[src/rtl/tdm_demux16.sv]
// Serial-to-parallel 16-lane TDM demultiplexer with a valid/ready frame output.
// Define TDM_DEMUX_PARITY_EN to add an even-parity slot and the parity_err output.
module tdm_demux16 #(
  parameter int LANES = 16,
  parameter int SEL_W = 4
) (
  input  logic             clk,
  input  logic             rst_n,
  input  logic             in,
  input  logic             in_valid,
  input  logic             sync,
  output logic [LANES-1:0] out,
  output logic             out_valid,
  input  logic             out_ready,
`ifdef TDM_DEMUX_PARITY_EN
  output logic [SEL_W:0]   sel,
  output logic             parity_err,
`else
  output logic [SEL_W-1:0] sel,
`endif
  output logic             overrun
);

`ifdef TDM_DEMUX_PARITY_EN
  localparam int FRAME = LANES + 1;
  localparam int CNT_W = SEL_W + 1;
`else
  localparam int FRAME = LANES;
  localparam int CNT_W = SEL_W;
`endif
  localparam logic [CNT_W-1:0] LAST = CNT_W'(FRAME - 1);

  logic [CNT_W-1:0] r_sel;
  logic [LANES-1:0] r_asm;
  logic [LANES-1:0] r_out;
  logic             r_out_valid;
  logic             r_overrun;

  logic [CNT_W-1:0] w_sel_nxt;
  logic [LANES-1:0] w_asm_nxt;
  logic [LANES-1:0] w_frame;
  logic             w_done;
  logic             w_load;

  always_comb begin
    w_sel_nxt = r_sel;
    w_asm_nxt = r_asm;
    w_frame   = '0;
    w_done    = 1'b0;
    if (sync) begin
      // Realign: the current bit (if any) becomes slot 0.
      w_asm_nxt    = '0;
      w_asm_nxt[0] = in & in_valid;
      w_sel_nxt    = in_valid ? CNT_W'(1) : '0;
    end else if (in_valid) begin
      for (int k = 0; k < LANES; k++) begin
        if (r_sel == CNT_W'(k)) w_asm_nxt[k] = in;
      end
      if (r_sel == LAST) begin
        w_done    = 1'b1;
        w_frame   = w_asm_nxt;
        w_asm_nxt = '0;
        w_sel_nxt = '0;
      end else begin
        w_sel_nxt = r_sel + CNT_W'(1);
      end
    end
  end

  assign w_load = w_done & (~r_out_valid | out_ready);

  always_ff @(posedge clk or negedge rst_n) begin
    if (!rst_n) begin
      r_sel       <= '0;
      r_asm       <= '0;
      r_out       <= '0;
      r_out_valid <= 1'b0;
      r_overrun   <= 1'b0;
    end else begin
      r_sel     <= w_sel_nxt;
      r_asm     <= w_asm_nxt;
      r_overrun <= w_done & ~w_load;
      if (w_load) begin
        r_out       <= w_frame;
        r_out_valid <= 1'b1;
      end else if (r_out_valid && out_ready) begin
        r_out_valid <= 1'b0;
      end
    end
  end

`ifdef TDM_DEMUX_PARITY_EN
  logic r_perr;

  always_ff @(posedge clk or negedge rst_n) begin
    if (!rst_n) begin
      r_perr <= 1'b0;
    end else if (w_load) begin
      r_perr <= ^r_asm ^ in;
    end
  end

  assign parity_err = r_perr;
`endif

  assign sel       = r_sel;
  assign out       = r_out;
  assign out_valid = r_out_valid;
  assign overrun   = r_overrun;

endmodule

[config.mk]
export PLATFORM = sky130hd
export DESIGN_NAME = tdm_demux16
export DESIGN_NICKNAME = d
export VERILOG_FILES = /design/src/rtl/tdm_demux16.sv
export SDC_FILE = /design/constraint.sdc
export NUM_CORES = 1
export LEC_CHECK = 0
export BUFFER_PORTS_ARGS = -buffer_cell sky130_fd_sc_hd__buf_2
export CORE_ASPECT_RATIO = 1.1
export CORE_MARGIN = 10
export CORE_UTILIZATION = 51
export CTS_CLUSTER_SIZE = 20
export DETAILED_ROUTE_END_ITERATION = 8
export PLACE_DENSITY = 0.85
export SLEW_MARGIN = 20
export SYNTH_ARGS = -nofsm -noshare
export SYNTH_HDL_FRONTEND = slang
export SYNTH_SLANG_ARGS = --single-unit
[constraint.sdc]
create_clock -name clk -period 1.6 [get_ports clk]
set_input_delay 0.24 -clock clk [delete_from_list [all_inputs] [get_ports clk]]
set_output_delay 0.24 -clock clk [all_outputs]
set_load 0.02 [all_outputs]
==> results.json <==
{
  "synth_edf_count": 0,
  "crit_type": "reg -> reg",
  "top_layer_used": "met4",
  "status": "complete, but fails checks",
  "reg2reg_from": "sel[0]",
  "core_area_um2": 3650,
  "hold_start": "sync",
  "start_kind": "flip-flop",
  "clkLatencyLatePin_ns": 0.30,
  "crit_buf_inv": 1,
  "worstReg2RegEnd": "out[0]",
  "vdd_ir_drop_max_v": 0.000596,
  "viasPerCell": 5.62,
  "grt_max_degree": 19,
  "drive_above_1_share_pct": 45.5,
  "critical_path_arrival_ns": 1.84,
  "die_h_um": 84.7,
  "hold_path_class": "in -> reg",
  "multiInputGateArea_um2": 987,
  "dp.cells": 247,
  "clock_path_buffers": 2,
  "yosys_warnings": 0,
  "critPathCaptureType": "flip-flop",
  "syn_inst": 164,
  "avgSynthCellArea_um2": 11.8,
  "cts_max_level": 2,
  "hold_viol": 0,
  "wl_met2_mm": 2.35,
  "ios": 28,
  "dieArea_um2": 6670,
  "rr_worst_depth": 5,
  "critPathSlowestCell": "dfrtp_2",
  "seqCellArea_um2": 956,
  "drt_iter0_markers": 161,
  "io_buffers": 27,
  "setup_ws_ns": -0.0565,
  "finalCriticalPeriod_ns": 1.66,
  "drc": 0,
  "cts_tree": "built",
  "routedWlPerCell_um": 18.1,
  "layout_common_cells": "dfrtp_1 (34), buf_2 (27), buf_4 (21), mux2i_1 (13), mux2_2 (12)",
  "vias": 1479,
  "maxCapViolations": 0,
  "mostFrequentLayoutCell": "dfrtp_1",
  "synth_top_family_by_area": "multiplexers",
  "cp.required_ns": 1.79,
  "yosys-mux-area-fraction_pct": 19.1,
  "p_leak_nw": 1.24,
  "worstHoldPathCells": 2,
  "slowest_delay_ns": 0.46,
  "setup_violations": 7,
  "synth_xor_area_share_pct": 0,
  "n_fill_cell": 249,
  "synthSimpleGateAreaFrac_pct": 13.8,
  "die_w_um": 78.8,
  "final_cells": 263,
  "grt_use_total_pct": 13.8,
  "gp_congestion": 0.907,
  "fin_crit_sh_pct": 104,
  "worstPathCellList": "inv_4 > ha_4 > nor3b_4 > mux2_4 > mux2_2",
  "synthFlopType": "dfrtp_1",
  "antenna_cells": 0,
  "rsz0062_at_grt": "yes",
  "drtPass1Iterations": 5,
  "rrSetupSlack_ns": -0.06,
  "violations": "negative setup slack",
  "wl_met1_mm": 2.02,
  "synth-seq-cells": 38,
  "fp-row-count": 23,
  "hold_end": "sel[2]",
  "finish.instance_area_um2": 2490,
  "grt_pass1_wl_mm": 7.36,
  "dpl_cell_area_um2": 2230,
  "synth-async-reset-ratio_pct": 100,
  "area.growth.synth_to_final_pct": 28.6,
  "synth_area_um2": 1940,
  "synth_cell_types": 33,
  "tightest_slew_ns": 0.361,
  "first_global_vias": 1491,
  "antenna_found_initial": 0,
  "finalMaxSlewViolations": 0,
  "cts_sinks": 38,
  "start_util_pct": 53.0,
  "cts_inserted_buffers": 5,
  "drt_wl_total_mm": 4.76,
  "seq_area_frac_synth_pct": 49.1,
  "synth_compound_area_share_pct": 9.10,
  "synth_adder_area_share_pct": 3.23,
  "cp_top_family": "multiplexers",
  "max_clock_freq_ghz": 0.604,
  "ant_nets": 0,
  "cts_root_buf": "clkbuf_8",
  "finalClockSkew_ns": 0.00435,
  "power.density_nw_per_um2": 797,
  "synth_nets": 175,
  "cp_max_fo": 5,
  "wl_met3_um": 302,
  "slew_headroom_pct": 75.9,
  "dp_hpwl_mm": 3.01,
  "clkTransAtPathRegs_ns": 0.07,
  "globalRouteOverflowTotal": 0,
  "layout.nets": 223
}
-- cells by family after synthesis --
group | Yosys count
AO/OA/AOI/OAI | 24
adder cells (fa/ha/maj) | 5
buffers and inverters | 21
flip-flops | 38
multiplexers | 33
AND/OR/NAND/NOR | 43
-- routing by layer --
layer	up-vias	GRT usage, %
li1	681	-
met1	738	16.2
met2	52	22.3
met3	8	4.69
met4	0	6.04
met5	-	0
-- worst max path at each step --
stage / slack, ns / depth (start not counted) / start / end
CTS: -0.03 / 5 / sel[0] / out[2]
global placement: -0.01 / 4 / sel[0] / out[3]
finish: -0.06 / 5 / sel[0] / out[0]
floorplan: -0.04 / 5 / sel[0] / out[2]
detailed placement: -0.08 / 5 / sel[0] / out[0]
global route: -0.1 / 4 / sel[1] / out[3]
-- what timing repair did --
action                     CTS  global route
gates cloned                 0             0
gates resized for setup      9            14
setup endpoints to repair   11            17
hold buffers                 1             0
pin swaps                    0             2
buffers inserted             3             4
hold endpoints to repair     7             0
-- power breakdown --
group / switching (W) / internal (W)
sequential: 0.0000222 / 0.000975
combinational: 0.000152 / 0.000156
clock: 0.000332 / 0.000347
-- sequential cells by signal (all words and copies together), names as in the netlist --
name,cells
out,16
out_valid,1
overrun,1
r_asm,16
sel,4
-- per-stage QoR --
step	hold slack, ns	util (%)	power, W	worst slack (ns)	TNS (ns)
2_1_floorplan	-0.0556	-	0.00114	-0.0366	-0.227
3_3_place_gp	0.111	61.0	0.00123	-0.0111	-0.0202
3_5_place_dp	0.112	61.0	0.00124	-0.0833	-0.285
4_1_cts	0.231	65.4	0.00193	-0.0321	-0.0912
5_1_grt	0.236	68.2	0.00207	-0.0978	-0.845
6_report	0.232	68.2	0.00199	-0.0565	-0.255
-- layout make-up --
cell class                      instances  area share, %
Clock inverter                          1          0.201
Inverter                                9           1.56
Clock buffer                            7           3.46
Timing Repair Buffer                   53           14.3
Multi-Input combinational cell        105           39.6
Sequential cell                        38           38.4
Tap cell                               50           2.51
-- worst reg2reg max path, delay by kind of cell, from the launching register on --
| kind | cells | cell delay (ns) |
|---|---|---|
| fa+ha+maj | 1 | 0.17 |
| simple gates | 1 | 0.21 |
| mux | 2 | 0.59 |
| buf+inv | 1 | 0.12 |
| flops | 1 | 0.46 |
-- cells in the mapped netlist, types with 3 or more instances --
library cell,instances,area (µm²)
a21oi_1,3,15.0
a32o_1,8,80.1
nand2b_1,3,18.8
nor2_1,3,11.3
o21ai_0,9,45.0
nor3b_1,4,30.0
dfrtp_1,38,951
mux2_2,16,180
mux2i_1,13,130
nand3_1,4,20.0
nand3b_1,8,60.1
nand2_1,10,37.5
ha_1,5,62.6
inv_1,9,33.8
mux2_4,4,60.1
clkbuf_1,6,22.5
(Power assumes the default switching activity.)
